### config.mk
export PLATFORM = sky130hd
export DESIGN_NAME = fpu_align
export DESIGN_NICKNAME = d
export VERILOG_FILES = /design/src/rtl/fpu_align.sv
export SDC_FILE = /design/constraint.sdc
export NUM_CORES = 1
export LEC_CHECK = 0
export CAP_MARGIN = 25
export CORE_UTILIZATION = 52
export DETAILED_ROUTE_END_ITERATION = 6
export PLACE_DENSITY = 0.82
export SYNTH_ARGS = -nofsm -noshare
export SYNTH_HDL_FRONTEND = slang
export SYNTH_SLANG_ARGS = --single-unit
### constraint.sdc
create_clock -name clk -period 4.7 [get_ports clk]
set_clock_uncertainty 0.15 [all_clocks]
set_input_delay 0.47 -clock clk [delete_from_list [all_inputs] [get_ports clk]]
set_output_delay 0.47 -clock clk [all_outputs]
set_load 0.03 [all_outputs]
### src/rtl/fpu_align.sv
// Operand-alignment stage ahead of the fpu add/subtract datapath: unpacks two IEEE-754
// operands, orders them by exponent and serially right-shifts the smaller mantissa with G/R/S.
module fpu_align #(
    parameter int EXP_W = 8,
    parameter int MAN_W = 23
) (
    input  logic                 clk,
    input  logic                 rst,
    input  logic                 in_valid,
    output logic                 in_ready,
    input  logic [1:0]           operation,
    input  logic [EXP_W+MAN_W:0] opa,
    input  logic [EXP_W+MAN_W:0] opb,
    output logic                 out_valid,
    input  logic                 out_ready,
    output logic [EXP_W-1:0]     out_exp,
    output logic [MAN_W+3:0]     out_man_large,
    output logic [MAN_W+3:0]     out_man_small,
    output logic                 out_sign_large,
    output logic                 out_eff_sub,
    output logic                 out_swapped,
    output logic [1:0]           out_operation,
    output logic                 out_nan,
    output logic                 out_inf
);
    localparam int X     = MAN_W + 4;
    localparam int CNT_W = $clog2(X + 1);

    typedef enum logic [1:0] {IDLE, CMP, SHIFT, DONE} state_t;

    state_t state, state_next;

    logic [EXP_W+MAN_W:0] a_reg, b_reg;
    logic [CNT_W-1:0]     cnt;

    logic [EXP_W-1:0] exp_a, exp_b, eexp_a, eexp_b, exp_l, exp_s, diff;
    logic [MAN_W-1:0] frac_a, frac_b;
    logic [X-1:0]     man_a, man_b, man_l, man_s;
    logic             sign_a, sign_b, sign_l, sign_s;
    logic             swap, special, nan;
    logic [CNT_W-1:0] count;

    // One alignment step: bits falling off the bottom are folded into the sticky bit.
    function automatic logic [MAN_W+3:0] sticky_shr1(input logic [MAN_W+3:0] m);
        return {1'b0, m[MAN_W+3:2], m[1] | m[0]};
    endfunction

    always_comb begin
        sign_a = a_reg[EXP_W+MAN_W];
        sign_b = b_reg[EXP_W+MAN_W];
        exp_a  = a_reg[EXP_W+MAN_W-1:MAN_W];
        exp_b  = b_reg[EXP_W+MAN_W-1:MAN_W];
        frac_a = a_reg[MAN_W-1:0];
        frac_b = b_reg[MAN_W-1:0];
        // Denormals share the exponent of the smallest normal.
        eexp_a = (exp_a == '0) ? EXP_W'(1) : exp_a;
        eexp_b = (exp_b == '0) ? EXP_W'(1) : exp_b;
        man_a  = {(exp_a != '0), frac_a, 3'b000};
        man_b  = {(exp_b != '0), frac_b, 3'b000};
        swap   = eexp_b > eexp_a;
        if (swap) begin
            exp_l = eexp_b; exp_s = eexp_a;
            man_l = man_b;  man_s = man_a;
            sign_l = sign_b; sign_s = sign_a;
        end else begin
            exp_l = eexp_a; exp_s = eexp_b;
            man_l = man_a;  man_s = man_b;
            sign_l = sign_a; sign_s = sign_b;
        end
        diff    = exp_l - exp_s;
        count   = (32'(diff) > 32'(X)) ? CNT_W'(X) : CNT_W'(diff);
        special = (&exp_a) | (&exp_b);
        nan     = ((&exp_a) & (|frac_a)) | ((&exp_b) & (|frac_b));
    end

    always_ff @(posedge clk or posedge rst) begin
        if (rst) state <= IDLE;
        else     state <= state_next;
    end

    always_comb begin
        state_next = state;
        in_ready   = 1'b0;
        out_valid  = 1'b0;
        case (state)
            IDLE: begin
                in_ready = 1'b1;
                if (in_valid) state_next = CMP;
            end
            CMP: begin
                if (special || count == '0) state_next = DONE;
                else                        state_next = SHIFT;
            end
            SHIFT: begin
                if (cnt <= CNT_W'(1)) state_next = DONE;
            end
            DONE: begin
                out_valid = 1'b1;
                if (out_ready) state_next = IDLE;
            end
            default: state_next = IDLE;
        endcase
    end

    always_ff @(posedge clk or posedge rst) begin
        if (rst) begin
            a_reg          <= '0;
            b_reg          <= '0;
            cnt            <= '0;
            out_exp        <= '0;
            out_man_large  <= '0;
            out_man_small  <= '0;
            out_sign_large <= 1'b0;
            out_eff_sub    <= 1'b0;
            out_swapped    <= 1'b0;
            out_operation  <= '0;
            out_nan        <= 1'b0;
            out_inf        <= 1'b0;
        end else begin
            case (state)
                IDLE: if (in_valid) begin
                    a_reg         <= opa;
                    b_reg         <= {opb[EXP_W+MAN_W] ^ (operation == 2'b01), opb[EXP_W+MAN_W-1:0]};
                    out_operation <= operation;
                end
                CMP: begin
                    out_exp        <= exp_l;
                    out_man_large  <= man_l;
                    out_man_small  <= man_s;
                    out_sign_large <= sign_l;
                    out_eff_sub    <= sign_l ^ sign_s;
                    out_swapped    <= swap;
                    out_nan        <= nan;
                    out_inf        <= special & ~nan;
                    cnt            <= special ? '0 : count;
                end
                SHIFT: begin
                    out_man_small <= sticky_shr1(out_man_small);
                    cnt           <= cnt - CNT_W'(1);
                end
                default: ;
            endcase
        end
    end
endmodule
==> impl_metrics.env <==
export IMPL_endpoint="cnt[1]$_DFFE_PP0P_"
export IMPL_antenna_found_initial=0
export IMPL_yosysTopAreaCellShare_pct=48.8
export IMPL_firstDrtPassIters=5
export IMPL_grt_first_pass_wirelength_um=30100
export IMPL_cts_root_buffer="clkbuf_16"
export IMPL_grt_max_degree=113
export IMPL_crit_fanout=6
export IMPL_cts_htree_levels=4
export IMPL_final_setup_tns_ns=0
export IMPL_cp_top_family="compound AO/OA/AOI/OAI gates"
export IMPL_r2r_end="cnt[1]$_DFFE_PP0P_"
export IMPL_cp_end_kind="flip-flop"
export IMPL_arrival_ns=4.50
export IMPL_finalCriticalPeriod_ns=4.39
export IMPL_synth_top_cell_by_area="dfrtp_1"
export IMPL_cts_clk_slew_worst_paths_ns=0.06
export IMPL_relSlewSlack_pct=37.2
export IMPL_final_cell_mix="dfrtp_1 (137), clkdlybuf4s50_1 (137), mux2_2 (91), nand2_1 (91), nor2_1 (48)"
export IMPL_slew_violations=0
export IMPL_antenna_cells=0
export IMPL_use_met1_pct=35.2
export IMPL_grt_pass1_vias=5843
export IMPL_synth_edf_count=0
export IMPL_postCtsHoldBufs=0
export IMPL_rsz0062_at_grt="false"
export IMPL_path_cells="nor4_2 -> nand4_1 -> nand2b_4 -> ha_1 -> and3b_1 -> o211ai_2 -> o211ai_4 -> and2_4 -> nor3_2 -> nor2_1 -> ha_1 -> inv_1 -> o221ai_2 -> a221oi_2 -> o21ai_0 -> xor2_1 -> a31o_2 -> o41ai_2 -> o221ai_1"
export IMPL_min_period_over_period_pct=93.3
export IMPL_die_x_um=118
export IMPL_drt_wirelength_per_cell_um=18.9
export IMPL_row_count=42
export IMPL_ant_nets=0
export IMPL_slowest_stage="dfrtp_1"
export IMPL_syn_area_um2=7030
export IMPL_insertion_delay_ns=0.42
export IMPL_nNetsFinal=887
export IMPL_grt_util_met3_pct=7.77
export IMPL_tritoncts="yes"
export IMPL_slowest_delay_ns=0.42
export IMPL_yosys_warnings=0
export IMPL_via_count=5717
export IMPL_crit_cells=19
export IMPL_required_ns=4.81
export IMPL_wl_um=18800
export IMPL_clockBufferDepth=2
export IMPL_hpwl_um=13000
export IMPL_async_flop_share_pct=100
export IMPL_coreArea_um2=13200
export IMPL_synth_distinct_cells=64
export IMPL_setup_worst_path_start_class="flip-flop"
export IMPL_crit_start="a_reg[30]$_DFFE_PP0P_"
export IMPL_ys_seq_area_share_pct=48.8
export IMPL_place_congestion=0.871
export IMPL_hp_class="in2async"
export IMPL_clock_sinks=137
export IMPL_drive_gt1_share_pct=19.7
export IMPL_r2r_slack_ns=0.31
export IMPL_io_pins=141
export IMPL_worstMarginPinSlew_ns=0.938
export IMPL_synth_cells=679
export IMPL_reg2reg_from="a_reg[30]$_DFFE_PP0P_"
export IMPL_area_delta_synth_final_pct=30.6
export IMPL_synth_area_top_cells="dfrtp_1 (49%), mux2_2 (15%), nand2_1 (5.0%)"
export IMPL_cts_inserted_buffers=17
export IMPL_synth_seq_cells=137
export IMPL_grt_total_usage_pct=27.8
export IMPL_critPathKind="reg2reg"
export IMPL_synthFlopType="dfrtp_1"
export IMPL_critPathBufInv=1
export IMPL_setup_viol=0
export IMPL_max_freq_mhz=228
export IMPL_outcome="finished, final reports clean"
export IMPL_die_area_um2=14000
export IMPL_met2_usage_pct=45.4
export IMPL_start_util_pct=53.3
export IMPL_hold_viol=0
export IMPL_cap_violations=0
export IMPL_port_buffers=137
export IMPL_route_detailed_drc=0
export IMPL_syn_avg_cell_area_um2=10.4
export IMPL_die_h_um=118
export IMPL_grt_busiest_layer="met2"
export IMPL_reg2regPathDepth=19
export IMPL_post_drt_via_cell_ratio=5.76
export IMPL_drt_initial_drc_count=350
export IMPL_crit_top_cell="ha_1"
export IMPL_overflow=0
-- stage by stage --
stage | util, % | hold slack [ns] | instances | worst slack [ns] | area (µm²)
finish | 69.6 | 0.187 | 992 | 0.315 | 9180
global route | 69.6 | 0.193 | 992 | 0.0158 | 9180
CTS | 69.0 | 0.341 | 990 | 0.118 | 9110
detailed placement | 64.6 | 0.328 | 958 | 0.158 | 8520
global placement | 64.6 | 0.311 | 958 | 0.233 | 8520
floorplan | - | 0.330 | 681 | 0.412 | 7040
-- timing repair --
action,CTS,global route
endpoints found under the setup margin,0,6
setup buffers,0,1
gates resized for setup,0,6
-- cell type report --
cell class | instances | area (µm²)
fill | 968 | 4010
sequential | 137 | 3430
multi-input combinational | 473 | 3360
timing repair buffer | 151 | 1500
clock buffer | 19 | 443
tap | 176 | 220
clock inverter | 13 | 143
inverter | 23 | 91.3
-- synthesized netlist by cell type (all sizes together) (3+ instances only) --
cell type    n
a21oi       23
a31oi       26
and3         3
and4         3
buf         14
clkbuf      34
dfrtp      137
ha          14
inv         23
mux2        91
mux2i       23
nand2       93
nand2b       7
nand3        9
nand3b       3
nand4       11
nor2        48
nor3         9
nor4        14
o211ai       5
o21ai       42
o221ai       3
o22ai        3
xnor2        5
-- cell families after synthesis --
kind of cell	count (synthesis)	synth area share [%]
multiplexers	114	17.9
AND/OR/NAND/NOR	208	13.8
XOR/XNOR	7	0.872
other	1	0.0534
flip-flops	137	48.8
buffers and inverters	71	4.24
adder cells (fa/ha/maj)	14	2.49
AO/OA/AOI/OAI	127	11.9
-- metal layers --
layer / share of wire, % / up-vias
met5: 0 / -
met3: 5.6 / 31
met2: 50 / 184
met4: 2.5 / 0
li1: - / 2675
met1: 42 / 2827
-- worst min path at each step --
| stage | startpoint | endpoint | slack (ns) | cells after the start |
|---|---|---|---|---|
| final | rst | a_reg[31]$_DFFE_PP0P_ | 0.19 | 2 |
| after CTS | out_nan$_DFFE_PP0P_ | out_nan$_DFFE_PP0P_ | 0.34 | 1 |
| after floorplan | cnt[4]$_DFFE_PP0P_ | cnt[4]$_DFFE_PP0P_ | 0.33 | 2 |
| after global placement | out_nan$_DFFE_PP0P_ | out_nan$_DFFE_PP0P_ | 0.31 | 1 |
| after detailed placement | out_nan$_DFFE_PP0P_ | out_nan$_DFFE_PP0P_ | 0.33 | 1 |
| after global routing | rst | a_reg[31]$_DFFE_PP0P_ | 0.19 | 2 |
Power is left out: the tool's default activity adds up to more than one toggle a clock period on the data nets, which glitch-free logic cannot reach.
